### config.mk
export PLATFORM = sky130hd
export DESIGN_NAME = add_sub_serial
export DESIGN_NICKNAME = d
export VERILOG_FILES = /design/src/rtl/add_sub_serial.sv
export SDC_FILE = /design/constraint.sdc
export NUM_CORES = 1
export LEC_CHECK = 0
export CORE_AREA = 2 2 68 70
export CTS_BUF_LIST = sky130_fd_sc_hd__clkbuf_4 sky130_fd_sc_hd__clkbuf_8 sky130_fd_sc_hd__clkbuf_16
export DETAILED_ROUTE_END_ITERATION = 10
export DIE_AREA = 0 0 70 72
export DONT_BUFFER_PORTS = 1
export HOLD_SLACK_MARGIN = 0.05
export PLACE_DENSITY = 0.68
export SKIP_LAST_GASP = 1
export SYNTH_ARGS = -nofsm -noshare
export SYNTH_HDL_FRONTEND = slang
export SYNTH_SLANG_ARGS = --single-unit
### constraint.sdc
create_clock -name clk_in -period 6.47 [get_ports clk_in]
set_clock_uncertainty 0.2 [all_clocks]
set_input_delay 1.6175 -clock clk_in [delete_from_list [all_inputs] [get_ports clk_in]]
set_output_delay 1.6175 -clock clk_in [all_outputs]
set_load 0.01 [all_outputs]
### src/rtl/add_sub_serial.sv
// -----------------------------------------------------------------------------
// add_sub_serial
//   Digit-serial adder/subtractor. An operation is accepted on start_in, then
//   processed DIGIT bits per clock (LSB digit first) over N = WIDTH/DIGIT BUSY
//   cycles. The result and flags are written only on the edge that enters DONE,
//   so partially computed digits never reach the outputs.
//
// Parameters
//   WIDTH        operand/result width in bits (>= 2)
//   DIGIT        bits processed per clock (1..WIDTH, WIDTH % DIGIT == 0)
//
// Ports
//   clk_in       clock, rising edge active
//   rst_n_in     asynchronous active-low reset
//   start_in     request to begin an operation (accepted in IDLE or DONE)
//   a_in, b_in   operands A and B
//   control_in   0 = A+B, 1 = A-B
//   busy_out     high while the operation is in progress
//   done_out     one-cycle pulse, result valid
//   result_out   sum or difference modulo 2^WIDTH
//   carry_out    unsigned carry; for subtract, 1 = no borrow
//   overflow_out two's-complement signed overflow
//   zero_out     result_out == 0
// -----------------------------------------------------------------------------
module add_sub_serial #(
   parameter int WIDTH = 8,
   parameter int DIGIT = 4
) (
   input  logic             clk_in,
   input  logic             rst_n_in,
   input  logic             start_in,
   input  logic [WIDTH-1:0] a_in,
   input  logic [WIDTH-1:0] b_in,
   input  logic             control_in,
   output logic             busy_out,
   output logic             done_out,
   output logic [WIDTH-1:0] result_out,
   output logic             carry_out,
   output logic             overflow_out,
   output logic             zero_out
);

   localparam int N     = WIDTH / DIGIT;
   localparam int CNT_W = (N > 1) ? $clog2(N) : 1;

   typedef enum logic [1:0] {
      IDLE,
      BUSY,
      DONE
   } state_t;

   state_t           state;
   logic [WIDTH-1:0] a_sh;      // operand A, shifted right one digit per cycle
   logic [WIDTH-1:0] b_sh;      // operand B, shifted right one digit per cycle
   logic [WIDTH-1:0] acc;       // result digits, shifted in from the top
   logic             ctrl;      // captured control_in
   logic             carry;     // carry between digits
   logic [CNT_W-1:0] cnt;       // index of the digit being computed
   logic             a_msb;     // A[MSB], kept for the overflow flag
   logic             bx_msb;    // (B XOR ctrl)[MSB], kept for the overflow flag

   logic [DIGIT-1:0] a_digit;
   logic [DIGIT-1:0] b_digit;
   logic [DIGIT:0]   digit_sum;
   logic [WIDTH-1:0] acc_next;
   logic             last_digit;

   // NOTE: every signal written in always_comb gets a value on every path,
   // otherwise synthesis infers a latch to hold the missing cases.
   always_comb begin
      a_digit    = a_sh[DIGIT-1:0];
      b_digit    = b_sh[DIGIT-1:0] ^ {DIGIT{ctrl}};
      digit_sum  = {1'b0, a_digit} + {1'b0, b_digit} + (DIGIT+1)'(carry);
      // New digit enters at the top; after N shifts the word is in place.
      acc_next   = (acc >> DIGIT) | (WIDTH'(digit_sum[DIGIT-1:0]) << (WIDTH - DIGIT));
      last_digit = (cnt == CNT_W'(N - 1));
   end

   // NOTE: sequential state uses non-blocking assignments so every register
   // samples the values from before the edge, independent of statement order.
   always_ff @(posedge clk_in or negedge rst_n_in) begin
      if (!rst_n_in) begin
         state        <= IDLE;
         a_sh         <= '0;
         b_sh         <= '0;
         acc          <= '0;
         ctrl         <= 1'b0;
         carry        <= 1'b0;
         cnt          <= '0;
         a_msb        <= 1'b0;
         bx_msb       <= 1'b0;
         busy_out     <= 1'b0;
         done_out     <= 1'b0;
         result_out   <= '0;
         carry_out    <= 1'b0;
         overflow_out <= 1'b0;
         zero_out     <= 1'b0;
      end else begin
         done_out <= 1'b0;
         case (state)
            IDLE, DONE: begin
               if (start_in) begin
                  a_sh     <= a_in;
                  b_sh     <= b_in;
                  acc      <= '0;
                  ctrl     <= control_in;
                  carry    <= control_in;   // +1 completes the two's complement of B
                  cnt      <= '0;
                  a_msb    <= a_in[WIDTH-1];
                  bx_msb   <= b_in[WIDTH-1] ^ control_in;
                  busy_out <= 1'b1;
                  state    <= BUSY;
               end else begin
                  state <= IDLE;
               end
            end

            BUSY: begin
               a_sh  <= a_sh >> DIGIT;
               b_sh  <= b_sh >> DIGIT;
               acc   <= acc_next;
               carry <= digit_sum[DIGIT];
               if (last_digit) begin
                  busy_out     <= 1'b0;
                  done_out     <= 1'b1;
                  result_out   <= acc_next;
                  carry_out    <= digit_sum[DIGIT];
                  overflow_out <= (a_msb == bx_msb) && (acc_next[WIDTH-1] != a_msb);
                  zero_out     <= (acc_next == '0);
                  state        <= DONE;
               end else begin
                  cnt <= cnt + CNT_W'(1);
               end
            end

            default: begin
               busy_out <= 1'b0;
               state    <= IDLE;
            end
         endcase
      end
   end

endmodule

# Word level (Yosys, flattened, before mapping)
# Index checks and enable logic that the tools add are counted.
# Widths: inputs -> output; s select.
# classes
n_addsub	3
n_eq_ne	6
muxes	19
bitwise_logic	3
reduce_logical	9
# ops
cell	count
$pmux 8 s2	3
$mux 8	3
$logic_not 8->1	1
$mux 1	8
$or 4x8->8	1
$reduce_and 2->1	4
$pmux 1 s2	3
$add 4x4->5	1
$add 5x1->5	1
$ne 2x2->1 const B	2
$pmux 2 s2	1
$xor 4x4->4	1
$eq 2x1->1 const B	1
$eq 2x2->1 const B	1
$logic_not 2->1	1
$mux 2	1
$reduce_bool 2->1	1
$reduce_or 2->1	1
$add 1x1->1 const B	1
$eq 1x1->1	1
$logic_and 1x1->1	1
$ne 1x1->1	1
$xor 1x1->1	1
# word_totals
register_bits	44
in_bits	20
output_inout_bits	13

# Depth between registers and ports, before layout
# depth
word_depth	6
depth_mapped	9

# Worst setup path after synthesis
# Ideal clock, no wire load.
# synth_path
kind	input port to flip-flop
startpoint	input start_in
endpoint	register a_sh[0]
arrival_time_ps	2328
path_slack_ps	3860
stages	5
n_path_buf	2
cell_sequence	nor2b_1 > buf_2 > buf_2 > nand2_1 > a31oi_1
# synth_between
elab_chain_len	2
# synth_lines
item	line_no	source
from (decl)	31	input logic start_in,
$ne 2x2->1 (no line)	n/a	
$reduce_and 2->1 (no line)	n/a	
to (signal assigned)	103	a_sh <= a_in;
to (signal assigned)	119	a_sh <= a_sh >> DIGIT;
to (decl)	53	logic [WIDTH-1:0] a_sh;
# No other way between the ends.
# A chain may end at the register's enable or synchronous reset.

# Worst setup path in the final report
# layout_path
startpoint	input start_in
endpoint	register carry
# layout_between
elab_chain_len	2
# layout_lines
item	line_no	source
$ne 2x2->1 (no line)	n/a	
$reduce_and 2->1 (no line)	n/a	
to (signal assigned)	107	carry <= control_in;
to (signal assigned)	122	carry <= digit_sum[DIGIT];
to (decl)	57	logic carry;
# No other way between the ends.

==> run_summary.xml <==
<?xml version="1.0" encoding="UTF-8"?>
<metrics>
  <group name="run_status">
    <metric name="run_status" unit="">finished clean</metric>
  </group>
  <group name="hold_path">
    <metric name="worstHoldEndpoint" unit="">a_sh[7]</metric>
    <metric name="hp_class" unit="">reg -&gt; reg</metric>
    <metric name="min_delay_path_depth" unit="">2</metric>
    <metric name="worstHoldStart" unit="">a_sh[7]</metric>
  </group>
  <group name="pwr">
    <metric name="power-per-cell-area" unit="nW/um^2">615.0</metric>
    <metric name="share_clk_of_total_power" unit="%">15.0</metric>
    <metric name="total_leakage_power" unit="nW">0.9073</metric>
    <metric name="switching_power" unit="uW">469.5</metric>
    <metric name="p_comb_share" unit="%">44.4</metric>
    <metric name="vdd.ir_drop.worst" unit="mV">0.2296</metric>
    <metric name="intPower" unit="uW">697.8</metric>
    <metric name="power.share.switching" unit="%">40.22</metric>
    <metric name="power.share.sequential" unit="%">40.6</metric>
  </group>
  <group name="clock_tree">
    <metric name="clock_latency_on_the_worst_skew_pair" unit="ns">0.29</metric>
    <metric name="h-tree-depth" unit="">2</metric>
    <metric name="cts.hold.buffers_added" unit="">0</metric>
    <metric name="clk_root_buffer_cell" unit="">sky130_fd_sc_hd__clkbuf_8</metric>
    <metric name="post_cts_setup_driven_buffer_insertion_count" unit="">0</metric>
    <metric name="number_of_cts_inserted_buffers" unit="">5</metric>
    <metric name="cts_num_sinks" unit="">40</metric>
    <metric name="max-clock-path-buffers" unit="">2</metric>
    <metric name="tritoncts_clock_tree" unit="">yes</metric>
    <metric name="clock_transition_time_at_the_flip_flop_clock_pins_of_the_worst_setup_and_hold_paths" unit="ns">0.07</metric>
    <metric name="cts_resized" unit="">0</metric>
  </group>
  <group name="final_layout">
    <metric name="layout_commonest_cell" unit="">sky130_fd_sc_hd__dfrtp_1</metric>
    <metric name="drive_above_1_share" unit="%">11.59</metric>
    <metric name="num-fill-cells" unit="">415</metric>
    <metric name="syn_to_final_growth" unit="%">7.208</metric>
    <metric name="final_net_count" unit="">188</metric>
    <metric name="final_design_instance_area_without_fill" unit="sq um">1898</metric>
    <metric name="most-common-layout-cells" unit="">40 x sky130_fd_sc_hd__dfrtp_1, 33 x sky130_fd_sc_hd__nand2_1, 12 x sky130_fd_sc_hd__nor2_1</metric>
    <metric name="antenna-diode-count" unit="">0</metric>
    <metric name="final_util" unit="%">44.51</metric>
  </group>
  <group name="setup_path">
    <metric name="worst-endpoint-required" unit="ns">6.47</metric>
    <metric name="timing.rr.end" unit="">zero_out</metric>
    <metric name="crit_arrival" unit="ns">2.88</metric>
    <metric name="worst_setup_path_startpoint" unit="">start_in</metric>
    <metric name="number_of_cells_on_the_worst_reg_to_reg_path" unit="">6</metric>
    <metric name="timing.critical_path.to_type" unit="">flop</metric>
    <metric name="critical_r2r_launch" unit="">ctrl</metric>
    <metric name="cp_max_fo" unit="">20</metric>
    <metric name="worstSetupPathType" unit="">in -&gt; reg</metric>
    <metric name="start_kind" unit="">input pin</metric>
    <metric name="ff2ff_setup_slack" unit="ns">4.24</metric>
  </group>
  <group name="timing">
    <metric name="report.final.hold_viol_count" unit="">0</metric>
    <metric name="timing.fmax" unit="GHz">0.3473</metric>
    <metric name="unrepaired_setup_endpoints_after_global_routing" unit="">false</metric>
    <metric name="final_critical_path_setup_slack" unit="ns">3.591</metric>
    <metric name="fin_hold_ws" unit="ns">0.2850</metric>
    <metric name="period_needed" unit="ns">2.879</metric>
    <metric name="worst-slew-pin-transition" unit="ns">0.9097</metric>
    <metric name="maxSlewViolCount" unit="">0</metric>
    <metric name="tns" unit="ns">0</metric>
    <metric name="timing.max_slew.rel_slack" unit="%">39.13</metric>
    <metric name="min_period_over_period" unit="%">44.50</metric>
    <metric name="final-setup-viol-count" unit="">0</metric>
  </group>
  <group name="synth">
    <metric name="synth-simple-area-share" unit="%">13.64</metric>
    <metric name="combinational_family_with_the_most_area_after_synthesis" unit="">compound AO/OA/AOI/OAI gates</metric>
    <metric name="synth_nets" unit="">188</metric>
    <metric name="netlist_area_before_placement" unit="sq um">1770</metric>
    <metric name="synth.avg_cell_area" unit="sq um">10.86</metric>
    <metric name="synth-compound-area-share" unit="%">13.85</metric>
    <metric name="ys_ff_latch" unit="">40</metric>
    <metric name="yosys_warnings" unit="">0</metric>
    <metric name="ys_seq_area_share" unit="%">56.54</metric>
    <metric name="post_synth_num_cell_types" unit="">32</metric>
    <metric name="post_synth_xor_area_fraction" unit="%">3.463</metric>
    <metric name="netlist_instances" unit="">163</metric>
    <metric name="post_synth_fa_ha_maj_area_fraction" unit="%">4.382</metric>
    <metric name="synthMuxAreaShare" unit="%">4.452</metric>
  </group>
  <group name="floorplan">
    <metric name="rows" unit="">24</metric>
    <metric name="initial_utilization" unit="%">41.52</metric>
    <metric name="dieHeight" unit="microns">72</metric>
    <metric name="boundaryPins" unit="">33</metric>
    <metric name="die_width" unit="microns">70</metric>
    <metric name="total_die_area" unit="sq um">5040</metric>
    <metric name="design.core.area" unit="sq um">4264</metric>
  </group>
  <group name="place">
    <metric name="placedInstanceArea" unit="sq um">1800</metric>
    <metric name="pre_cts_ws" unit="ns">3.269</metric>
    <metric name="dpl.hpwl" unit="mm">2.295</metric>
    <metric name="gp_routability_congestion" unit="">0.7692</metric>
    <metric name="place.port_buffers" unit="">0</metric>
  </group>
  <group name="detailed_routing">
    <metric name="dr.pass1.iters" unit="">4</metric>
    <metric name="routed-via-count" unit="">1137</metric>
    <metric name="number_of_remaining_drc_errors" unit="">0</metric>
    <metric name="route.detailed.vias_per_inst" unit="">5.264</metric>
    <metric name="detail_route.wl_per_cell" unit="microns">14.97</metric>
    <metric name="finalWirelength" unit="mm">3.233</metric>
    <metric name="antenna_left" unit="">0</metric>
    <metric name="detailedRoute.firstIterationViolations" unit="">66</metric>
  </group>
  <group name="run">
    <metric name="drv_cap" unit="">0</metric>
  </group>
  <group name="global_routing">
    <metric name="track_usage" unit="%">14.86</metric>
    <metric name="gr-total-overflow" unit="">0</metric>
    <metric name="initial_antenna_violation_count" unit="">0</metric>
    <metric name="grt_max_degree" unit="">41</metric>
    <metric name="vias_in_the_first_global_route" unit="">1165</metric>
    <metric name="grt_first_pass_wirelength" unit="mm">5.706</metric>
  </group>
</metrics>
state kept, by name, summed over array words and instances (netlist names):
name          flops
a_sh              8
done_out          1
state             2
a_msb             1
ctrl              1
result_out        8
bx_msb            1
cnt               1
zero_out          1
busy_out          1
carry             1
overflow_out      1
carry_out         1
acc               4
b_sh              8
kinds of logic after synthesis:
logic type | Yosys count
AO/OA/AOI/OAI | 34
XOR/XNOR | 7
adder cells (fa/ha/maj) | 5
buffers and inverters | 14
flip-flops | 40
multiplexers | 7
AND/OR/NAND/NOR | 56
worst max-delay path: stages:
cell,delay [ns]
sky130_fd_sc_hd__nor2b_1,0.10
sky130_fd_sc_hd__buf_4,0.20
sky130_fd_sc_hd__nor2_1,0.71
sky130_fd_sc_hd__a22oi_1,0.13
sky130_fd_sc_hd__o21ai_0,0.12
stage by stage:
stage / cells / power [mW]
2_1_floorplan: 163 / 0.8914
3_5_place_dp: 208 / 1.002
5_1_grt: 216 / 1.275
3_3_place_gp: 208 / 0.9722
6_report: 216 / 1.167
4_1_cts: 216 / 1.179
power by group through the flow:
stage / sequential, mW / combinational (mW) / clock, mW
floorplan: 0.450 / 0.441 / 0
global placement: 0.475 / 0.497 / 0
detailed placement: 0.479 / 0.523 / 0
CTS: 0.475 / 0.524 / 0.180
global route: 0.491 / 0.591 / 0.193
finish: 0.474 / 0.518 / 0.175
how the worst max path moves through the flow:
| stage | cells after the start | endpoint |
|---|---|---|
| finish | 5 | carry |
| global route | 5 | carry |
| CTS | 5 | carry |
| detailed placement | 5 | carry |
| global placement | 4 | acc[7] |
| floorplan | 5 | a_sh[0] |
cells in the mapped netlist:
master	instances	area share (%)
sky130_fd_sc_hd__o211ai_1	1	0.42
sky130_fd_sc_hd__nand3_1	2	0.57
sky130_fd_sc_hd__o21ai_0	8	2.3
sky130_fd_sc_hd__xor2_1	4	2.0
sky130_fd_sc_hd__buf_6	1	0.64
sky130_fd_sc_hd__a22o_1	10	4.9
sky130_fd_sc_hd__o41ai_2	1	0.92
sky130_fd_sc_hd__nor3b_1	1	0.42
sky130_fd_sc_hd__ha_1	3	2.1
sky130_fd_sc_hd__nor2_1	12	2.5
sky130_fd_sc_hd__a21oi_1	2	0.57
sky130_fd_sc_hd__inv_1	6	1.3
sky130_fd_sc_hd__a21o_1	2	0.85
sky130_fd_sc_hd__a31oi_1	7	2.5
sky130_fd_sc_hd__a22oi_1	1	0.42
sky130_fd_sc_hd__nor2b_1	1	0.35
sky130_fd_sc_hd__clkbuf_1	3	0.64
sky130_fd_sc_hd__nand3b_1	1	0.42
sky130_fd_sc_hd__or3_1	1	0.35
sky130_fd_sc_hd__nand2_1	33	7.0
sky130_fd_sc_hd__a21oi_2	1	0.49
sky130_fd_sc_hd__xnor2_1	3	1.5
sky130_fd_sc_hd__fa_1	2	2.3
sky130_fd_sc_hd__a211o_1	1	0.49
sky130_fd_sc_hd__nand2b_1	2	0.71
sky130_fd_sc_hd__nand2_2	1	0.35
sky130_fd_sc_hd__nor4_1	1	0.35
sky130_fd_sc_hd__mux2_1	1	0.64
sky130_fd_sc_hd__dfrtp_1	40	57
sky130_fd_sc_hd__and2b_4	1	0.57
sky130_fd_sc_hd__mux2_2	6	3.8
sky130_fd_sc_hd__buf_2	4	1.1
area by class of cell:
cell class                      count  area [sq um]  area share [%]
Sequential cell                    40          1001           52.74
Multi-Input combinational cell    109         704.4           37.11
Clock buffer                        8         97.59           5.142
Tap cell                           52         65.06           3.428
Inverter                            6         22.52           1.187
Timing Repair Buffer                1         7.507          0.3955
routing by layer:
| layer | wire (microns) | GRT usage (%) | share of wire [%] | vias to the layer above |
|---|---|---|---|---|
| li1 | - | - | - | 556 |
| met3 | 234 | 4.861 | 7.2 | 6 |
| met4 | 48 | 5.128 | 1.5 | 0 |
| met1 | 1556 | 21.52 | 48 | 532 |
| met2 | 1393 | 21.06 | 43 | 43 |
| met5 | 0 | 0 | 0 | - |
Power figures use the tool's default switching activity.
